## src/rtl/eth_pkg.sv

```systemverilog
// eth_pkg -- shared Ethernet framing definitions.
//   Header length and byte offsets of the 14-byte Ethernet II header, the
//   framer state encoding, and a helper that packs header fields into
//   on-wire byte order (byte n at bits [8n+:8]). Used by the TX header
//   inserter and by the RX EtherType filter.
package eth_pkg;

  localparam int HDR_LEN  = 14;
  localparam int HDR_BITS = HDR_LEN * 8;

  // Byte offsets inside the header.
  localparam int DEST_OFF = 0;
  localparam int SRC_OFF  = 6;
  localparam int TYPE_OFF = 12;

  typedef enum logic [1:0] {
    ST_IDLE    = 2'd0,
    ST_HEADER  = 2'd1,
    ST_PAYLOAD = 2'd2,
    ST_FLUSH   = 2'd3
  } eth_state_e;

  // MACs go out most-significant byte first; EtherType is big-endian.
  function automatic logic [HDR_BITS-1:0] eth_build_hdr(
    input logic [47:0] dest_mac,
    input logic [47:0] src_mac,
    input logic [15:0] eth_type
  );
    logic [HDR_BITS-1:0] h;
    h = '0;
    for (int i = 0; i < 6; i++) begin
      h[(DEST_OFF + i) * 8 +: 8] = dest_mac[47 - 8 * i -: 8];
      h[(SRC_OFF + i) * 8 +: 8]  = src_mac[47 - 8 * i -: 8];
    end
    h[TYPE_OFF * 8 +: 8]       = eth_type[15:8];
    h[(TYPE_OFF + 1) * 8 +: 8] = eth_type[7:0];
    return h;
  endfunction

endpackage

```

## src/rtl/axis_out_reg.sv

```systemverilog
// axis_out_reg -- single AXI-stream output register slice.
//   Holds one beat. A new beat may be loaded whenever the slot is free
//   (empty, or the held beat is being taken this cycle). While the
//   downstream stalls, the held beat stays unchanged.
// Ports:
//   clk, rst        clock, synchronous active-high reset (clears all outputs)
//   in_valid/data/keep/last/user   beat to load (only honoured when slot_free)
//   slot_free       register can accept a beat this cycle
//   m_axis_*        registered AXI-stream master
module axis_out_reg #(
  parameter int DATA_WIDTH = 512,
  parameter int KEEP_WIDTH = DATA_WIDTH / 8,
  parameter int USER_WIDTH = 1
) (
  input  logic                  clk,
  input  logic                  rst,
  input  logic                  in_valid,
  input  logic [DATA_WIDTH-1:0] in_data,
  input  logic [KEEP_WIDTH-1:0] in_keep,
  input  logic                  in_last,
  input  logic [USER_WIDTH-1:0] in_user,
  output logic                  slot_free,
  output logic [DATA_WIDTH-1:0] m_axis_tdata,
  output logic [KEEP_WIDTH-1:0] m_axis_tkeep,
  output logic                  m_axis_tvalid,
  input  logic                  m_axis_tready,
  output logic                  m_axis_tlast,
  output logic [USER_WIDTH-1:0] m_axis_tuser
);

  logic                  tvalid_q, tvalid_d;
  logic [DATA_WIDTH-1:0] tdata_q, tdata_d;
  logic [KEEP_WIDTH-1:0] tkeep_q, tkeep_d;
  logic                  tlast_q, tlast_d;
  logic [USER_WIDTH-1:0] tuser_q, tuser_d;

  assign slot_free = !tvalid_q || m_axis_tready;

  always_comb begin
    tvalid_d = tvalid_q;
    tdata_d  = tdata_q;
    tkeep_d  = tkeep_q;
    tlast_d  = tlast_q;
    tuser_d  = tuser_q;
    if (slot_free) begin
      tvalid_d = in_valid;
      if (in_valid) begin
        tdata_d = in_data;
        tkeep_d = in_keep;
        tlast_d = in_last;
        tuser_d = in_user;
      end
    end
  end

  always_ff @(posedge clk) begin
    if (rst) begin
      tvalid_q <= 1'b0;
      tdata_q  <= '0;
      tkeep_q  <= '0;
      tlast_q  <= 1'b0;
      tuser_q  <= '0;
    end else begin
      tvalid_q <= tvalid_d;
      tdata_q  <= tdata_d;
      tkeep_q  <= tkeep_d;
      tlast_q  <= tlast_d;
      tuser_q  <= tuser_d;
    end
  end

  assign m_axis_tvalid = tvalid_q;
  assign m_axis_tdata  = tdata_q;
  assign m_axis_tkeep  = tkeep_q;
  assign m_axis_tlast  = tlast_q;
  assign m_axis_tuser  = tuser_q;

endmodule

```

## src/rtl/eth_hdr_insert.sv

```systemverilog
// eth_hdr_insert -- prepends a 14-byte Ethernet header to AXI-stream frames.
//   A header (dest MAC, src MAC, EtherType) is accepted in IDLE, then the
//   payload stream is shifted up by 14 bytes behind it. The top 14 bytes of
//   every input beat are carried into the next output beat; if the final
//   input beat does not fit, one extra FLUSH beat drains the carry.
// Ports:
//   clk, rst                    clock, synchronous active-high reset
//   s_hdr_valid/ready           header handshake
//   s_hdr_dest_mac/src_mac/type header fields
//   s_axis_*                    payload input stream (tkeep contiguous from bit 0)
//   m_axis_*                    framed output stream (one register stage)
//   frame_count                 number of output frames completed (wraps)
module eth_hdr_insert import eth_pkg::*; #(
  parameter int DATA_WIDTH = 512,
  parameter int KEEP_WIDTH = DATA_WIDTH / 8,
  parameter int USER_WIDTH = 1
) (
  input  logic                  clk,
  input  logic                  rst,
  input  logic                  s_hdr_valid,
  output logic                  s_hdr_ready,
  input  logic [47:0]           s_hdr_dest_mac,
  input  logic [47:0]           s_hdr_src_mac,
  input  logic [15:0]           s_hdr_type,
  input  logic [DATA_WIDTH-1:0] s_axis_tdata,
  input  logic [KEEP_WIDTH-1:0] s_axis_tkeep,
  input  logic                  s_axis_tvalid,
  output logic                  s_axis_tready,
  input  logic                  s_axis_tlast,
  input  logic [USER_WIDTH-1:0] s_axis_tuser,
  output logic [DATA_WIDTH-1:0] m_axis_tdata,
  output logic [KEEP_WIDTH-1:0] m_axis_tkeep,
  output logic                  m_axis_tvalid,
  input  logic                  m_axis_tready,
  output logic                  m_axis_tlast,
  output logic [USER_WIDTH-1:0] m_axis_tuser,
  output logic [31:0]           frame_count
);

  // Byte counts up to KEEP_WIDTH + HDR_LEN must be representable.
  localparam int CNT_W = $clog2(KEEP_WIDTH + HDR_LEN + 1);
  // Largest number of input bytes on a last beat that still fits, with the
  // 14 shifted-in bytes, in a single output beat.
  localparam logic [CNT_W-1:0] FIT_MAX = CNT_W'(KEEP_WIDTH - HDR_LEN);
  localparam logic [CNT_W-1:0] HDR_CNT = CNT_W'(HDR_LEN);

  function automatic logic [CNT_W-1:0] keep_count(input logic [KEEP_WIDTH-1:0] k);
    logic [CNT_W-1:0] c;
    c = '0;
    for (int i = 0; i < KEEP_WIDTH; i++) begin
      c = c + {{(CNT_W-1){1'b0}}, k[i]};
    end
    return c;
  endfunction

  function automatic logic [KEEP_WIDTH-1:0] keep_mask(input logic [CNT_W-1:0] n);
    logic [KEEP_WIDTH-1:0] m;
    for (int i = 0; i < KEEP_WIDTH; i++) begin
      m[i] = (CNT_W'(i) < n);
    end
    return m;
  endfunction

  eth_state_e            state_q, state_d;
  logic [HDR_BITS-1:0]   hdr_q, hdr_d;
  logic [HDR_BITS-1:0]   carry_q, carry_d;
  logic [USER_WIDTH-1:0] carry_user_q, carry_user_d;
  logic [CNT_W-1:0]      flush_cnt_q, flush_cnt_d;
  logic [31:0]           frame_count_q, frame_count_d;

  logic                  slot_free;
  logic                  out_valid;
  logic [DATA_WIDTH-1:0] out_data;
  logic [KEEP_WIDTH-1:0] out_keep;
  logic                  out_last;
  logic [USER_WIDTH-1:0] out_user;
  logic [HDR_BITS-1:0]   prefix;
  logic [CNT_W-1:0]      in_cnt;

  // Handshakes are forced low while reset is held so nothing is taken
  // during the reset cycle.
  assign s_hdr_ready   = !rst && (state_q == ST_IDLE);
  assign s_axis_tready = !rst && slot_free &&
                         ((state_q == ST_HEADER) || (state_q == ST_PAYLOAD));
  assign frame_count   = frame_count_q;

  // HEADER and PAYLOAD differ only in what fills the low 14 bytes.
  assign prefix = (state_q == ST_HEADER) ? hdr_q : carry_q;
  assign in_cnt = keep_count(s_axis_tkeep);

  always_comb begin
    state_d      = state_q;
    hdr_d        = hdr_q;
    carry_d      = carry_q;
    carry_user_d = carry_user_q;
    flush_cnt_d  = flush_cnt_q;
    out_valid    = 1'b0;
    out_data     = '0;
    out_keep     = '0;
    out_last     = 1'b0;
    out_user     = '0;

    unique case (state_q)
      ST_IDLE: begin
        if (s_hdr_valid && s_hdr_ready) begin
          hdr_d   = eth_build_hdr(s_hdr_dest_mac, s_hdr_src_mac, s_hdr_type);
          state_d = ST_HEADER;
        end
      end

      ST_HEADER, ST_PAYLOAD: begin
        if (s_axis_tvalid && s_axis_tready) begin
          out_valid    = 1'b1;
          out_data     = {s_axis_tdata[DATA_WIDTH-HDR_BITS-1:0], prefix};
          out_user     = s_axis_tuser;
          carry_d      = s_axis_tdata[DATA_WIDTH-1 -: HDR_BITS];
          carry_user_d = s_axis_tuser;
          if (s_axis_tlast) begin
            if (in_cnt <= FIT_MAX) begin
              out_keep = keep_mask(in_cnt + HDR_CNT);
              out_last = 1'b1;
              state_d  = ST_IDLE;
            end else begin
              out_keep    = '1;
              flush_cnt_d = in_cnt - FIT_MAX;
              state_d     = ST_FLUSH;
            end
          end else begin
            out_keep = '1;
            state_d  = ST_PAYLOAD;
          end
        end
      end

      ST_FLUSH: begin
        if (slot_free) begin
          out_valid = 1'b1;
          out_data  = {{(DATA_WIDTH-HDR_BITS){1'b0}}, carry_q};
          out_keep  = keep_mask(flush_cnt_q);
          out_last  = 1'b1;
          out_user  = carry_user_q;
          state_d   = ST_IDLE;
        end
      end

      default: state_d = ST_IDLE;
    endcase
  end

  always_comb begin
    frame_count_d = frame_count_q;
    if (m_axis_tvalid && m_axis_tready && m_axis_tlast) begin
      frame_count_d = frame_count_q + 32'd1;
    end
  end

  always_ff @(posedge clk) begin
    if (rst) begin
      state_q       <= ST_IDLE;
      hdr_q         <= '0;
      carry_q       <= '0;
      carry_user_q  <= '0;
      flush_cnt_q   <= '0;
      frame_count_q <= '0;
    end else begin
      state_q       <= state_d;
      hdr_q         <= hdr_d;
      carry_q       <= carry_d;
      carry_user_q  <= carry_user_d;
      flush_cnt_q   <= flush_cnt_d;
      frame_count_q <= frame_count_d;
    end
  end

  axis_out_reg #(
    .DATA_WIDTH (DATA_WIDTH),
    .KEEP_WIDTH (KEEP_WIDTH),
    .USER_WIDTH (USER_WIDTH)
  ) u_out_reg (
    .clk           (clk),
    .rst           (rst),
    .in_valid      (out_valid),
    .in_data       (out_data),
    .in_keep       (out_keep),
    .in_last       (out_last),
    .in_user       (out_user),
    .slot_free     (slot_free),
    .m_axis_tdata  (m_axis_tdata),
    .m_axis_tkeep  (m_axis_tkeep),
    .m_axis_tvalid (m_axis_tvalid),
    .m_axis_tready (m_axis_tready),
    .m_axis_tlast  (m_axis_tlast),
    .m_axis_tuser  (m_axis_tuser)
  );

endmodule

```

## config.mk

```make
export PLATFORM = sky130hd
export DESIGN_NAME = eth_hdr_insert
export DESIGN_NICKNAME = d
export VERILOG_FILES = /design/src/rtl/eth_pkg.sv /design/src/rtl/axis_out_reg.sv /design/src/rtl/eth_hdr_insert.sv
export SDC_FILE = /design/constraint.sdc
export NUM_CORES = 2
export LEC_CHECK = 0
export BUFFER_PORTS_ARGS = -buffer_cell sky130_fd_sc_hd__buf_2
export CAP_MARGIN = 15
export CORE_AREA = 2 2 503 505
export DETAILED_ROUTE_END_ITERATION = 7
export DIE_AREA = 0 0 505 507
export HOLD_SLACK_MARGIN = 0.08
export PLACE_DENSITY = 0.39
export SLEW_MARGIN = 20
export SYNTH_ARGS = -nofsm -noshare
export SYNTH_HDL_FRONTEND = slang
export SYNTH_SLANG_ARGS = --single-unit
```

## constraint.sdc

```tcl
create_clock -name clk -period 16.2 [get_ports clk]
set_clock_uncertainty 0.2 [all_clocks]
set_input_delay 3.24 -clock clk [delete_from_list [all_inputs] [get_ports clk]]
set_output_delay 3.24 -clock clk [all_outputs]
set_load 0.005 [all_outputs]
```

==> metrics.cfg <==
[run_status]
status=complete, no violations

[detailed_routing]
num_vias=35900
vias_per_cell=4.08
drt_iter0_drc=2513
wirelength_um=223000
postRouteAntennaNets=0
first_pass_iters=5
drc=0
drt-wirelength-per-cell_um=25.4

[layout]
drive_gt1_share_pct=28.8
design_area_um2=48400
layout_commonest_cell=buf_2
area_growth_pct=40.0
fin_nets=6067
post-route-util_pct=19.3
finalNonFillerCells=8806
mostFrequentLayoutCells=1306 x buf_2, 845 x dfxtp_1, 803 x nand2_1, 458 x a21oi_1, 418 x nand3_1

[synth]
synth_area_um2=34600
synth.top_cells.by_area=dfxtp_1 49%, nand2_1 8.7%, a21oi_1 6.6%, nand3_1 6.1%, fa_1 3.1%
muxShareOfSynthArea_pct=0.290
synth_top_cell_by_area=dfxtp_1
synth_edf_count=0
synth_fa_ha_area_share_pct=4.07
avgSynthCellArea_um2=8.23
async_flop_share_pct=0
synth_cells=4202
ys_warn_count=0
synth.distinct_cells=71
yosysSeqAreaShare_pct=48.9
yosys.area_share.simple_pct=25.4
synthXorXnorAreaFrac_pct=0.891
ys.flop_type=dfxtp_1
yosys.area.top_type_share_pct=48.9
ys_seq_elements=845
synth_compound_area_share_pct=14.8
synth_top_family_by_area=simple AND/OR/NAND/NOR gates
syn-num-nets=4977

[power_and_ir_drop]
ir_drop_mv=0.882
powerDensity_nw_per_um2=294
p_leak_nw=20.1

[global_routing]
overflow=0
grt_pass1_vias=35200
grtUsageTotal_pct=16.7
grt_pass1_wl_um=302000
grt_max_degree=177
antenna_found_initial=241

[floorplanning]
ios=1308
die_h_um=507
die_w_um=505
die_area_um2=256000
row_count=184
coreArea_um2=250000
start_util_pct=13.8

[critical_path]
crit_required_ns=16.62
max_stage_delay_ns=0.61
crit_family=adder cells
crit_fanout=9
start_kind=input port
arrival_ns=10.95
r2r_cells=11
end_kind=flip-flop
worst-path-stages=23
cpMaxStageDelayCell=xor2_1
crit_buf_inv=6
worstPathCellList=buf_2 > inv_1 > fa_1 > inv_1 > fa_1 > fa_1 > inv_1 > fa_1 > inv_1 > fa_1 > fa_1 > fa_1 > inv_1 > fa_1 > fa_1 > xor2_1 > nand2_1 > a21oi_2 > nand2_1 > o31ai_4 > nand3_1 > a221oi_1 > nor3_1
crit_type=input port to flip-flop
path_common_cell=fa_1

[sta]
tightest_slew_ns=1.20
maxSlewHeadroom_pct=19.4
fin_setup_tns_ns=0
fin_crit_sh_pct=65.0
finalCriticalPeriod_ns=10.53
final-setup-viol-count=0
rsz0062_at_grt=no
finalMaxSlewViolations=0
fmax_mhz=94.9
hold_violations=0

[clock_network]
ctsHoldBuffers=0
postCtsSetupRepairBufs=0
clock_latency_ns=0.80
cts_tree=built
clk_pin_slew_ns=0.06
cts_buffer_depth=3
htreeDepth=3
cts-buffers-inserted=110
cts_resized=0
cts_sinks=845
cts_root_buffer=clkbuf_16

[hold_path]
min_delay_path_depth=2
hold_class=flip-flop to flip-flop

[place]
place_hpwl_um=174000
dpl_cell_area_um2=44200
port-buffer-count=1307
gp_congestion=0.909
place_inst=8527

[job]
cap_violations=0

-- metrics by stage --
stage	power, mW	hold slack [ns]	setup WS [ns]
floorplan	8.89	0.237	6.01
global placement	11.7	0.236	4.87
detailed placement	11.5	0.240	4.80
CTS	14.3	0.248	5.65
global route	15.1	0.260	5.22
finish	14.2	0.245	5.67
-- worst paths after layout --
kind / startpoint / endpoint / slack, ns
worst min-delay path: u_out_reg.m_axis_tdata[205] / u_out_reg.m_axis_tdata[205] / 0.24
worst max-delay path: s_axis_tkeep[35] / u_out_reg.m_axis_tkeep[0] / 5.67
worst max register to register: state_q[0] / u_out_reg.m_axis_tdata[221] / 10.48
worst min register to register: u_out_reg.m_axis_tdata[205] / u_out_reg.m_axis_tdata[205] / 0.24
-- cell families after synthesis --
group                    Yosys count
AO/OA/AOI/OAI                    843
XOR/XNOR                          33
adder cells (fa/ha/maj)           80
buffers and inverters            483
flip-flops                       845
multiplexers                      10
AND/OR/NAND/NOR                 1908
-- layout make-up --
| type | instances | area (um2) |
|---|---|---|
| Clock inverter | 43 | 709 |
| Timing Repair Buffer | 1342 | 6930 |
| Fill cell | 28600 | 202000 |
| Multi-Input combinational cell | 2874 | 15800 |
| Inverter | 119 | 447 |
| Tap cell | 3348 | 4190 |
| Antenna cell | 75 | 188 |
| Sequential cell | 845 | 16900 |
| Clock buffer | 160 | 3230 |
-- flip-flops by register name (all words and copies together), names as in the netlist --
name / flops
u_out_reg.m_axis_tvalid: 1
carry_q: 112
flush_cnt_q: 7
hdr_q: 112
frame_count: 32
u_out_reg.m_axis_tuser: 1
u_out_reg.m_axis_tlast: 1
u_out_reg.m_axis_tkeep: 64
state_q: 2
carry_user_q: 1
u_out_reg.m_axis_tdata: 512
-- metal layers --
| layer | vias to the layer above | wire, um | global-route usage (%) |
|---|---|---|---|
| met1 | 17300 | 89500 | 19.8 |
| li1 | 16600 | - | - |
| met4 | 116 | 8820 | 5.59 |
| met5 | - | 770 | 0 |
| met2 | 1457 | 105000 | 27.7 |
| met3 | 505 | 19500 | 5.94 |
-- power by group --
part | switching (mW) | leakage, nW | total [mW] | internal (mW)
Sequential | 0.0998 | 6.84 | 2.31 | 2.21
Clock | 1.08 | 1.93 | 2.69 | 1.61
Combinational | 6.61 | 11.3 | 9.23 | 2.61
Total | 7.79 | 20.1 | 14.2 | 6.44
-- tightest hold or removal path: stages, from the launching register on --
cell and delay [ns]:
dfxtp_1 0.30, nand2_1 0.05, a21oi_1 0.05
-- synth_stat cells, types with 7 or more instances --
library cell and number:
a31oi_1 7, ha_1 26, nor3_1 143, nand2_1 804, fa_1 54, o21bai_1 8
clkbuf_1 265, o31a_1 7, xor2_1 21, xnor2_1 11, or3_1 8, and3_1 9
a311oi_1 17, o21ai_0 139, nor2b_1 12, buf_2 94, a21oi_1 458, nor2_1 253
and2_1 8, inv_1 119, nand2b_1 119, nand3b_1 114, a211oi_1 25, nand3_1 418
mux2i_1 10, dfxtp_1 845, a221oi_1 121, o21ai_1 10
(Power assumes the default switching activity.)
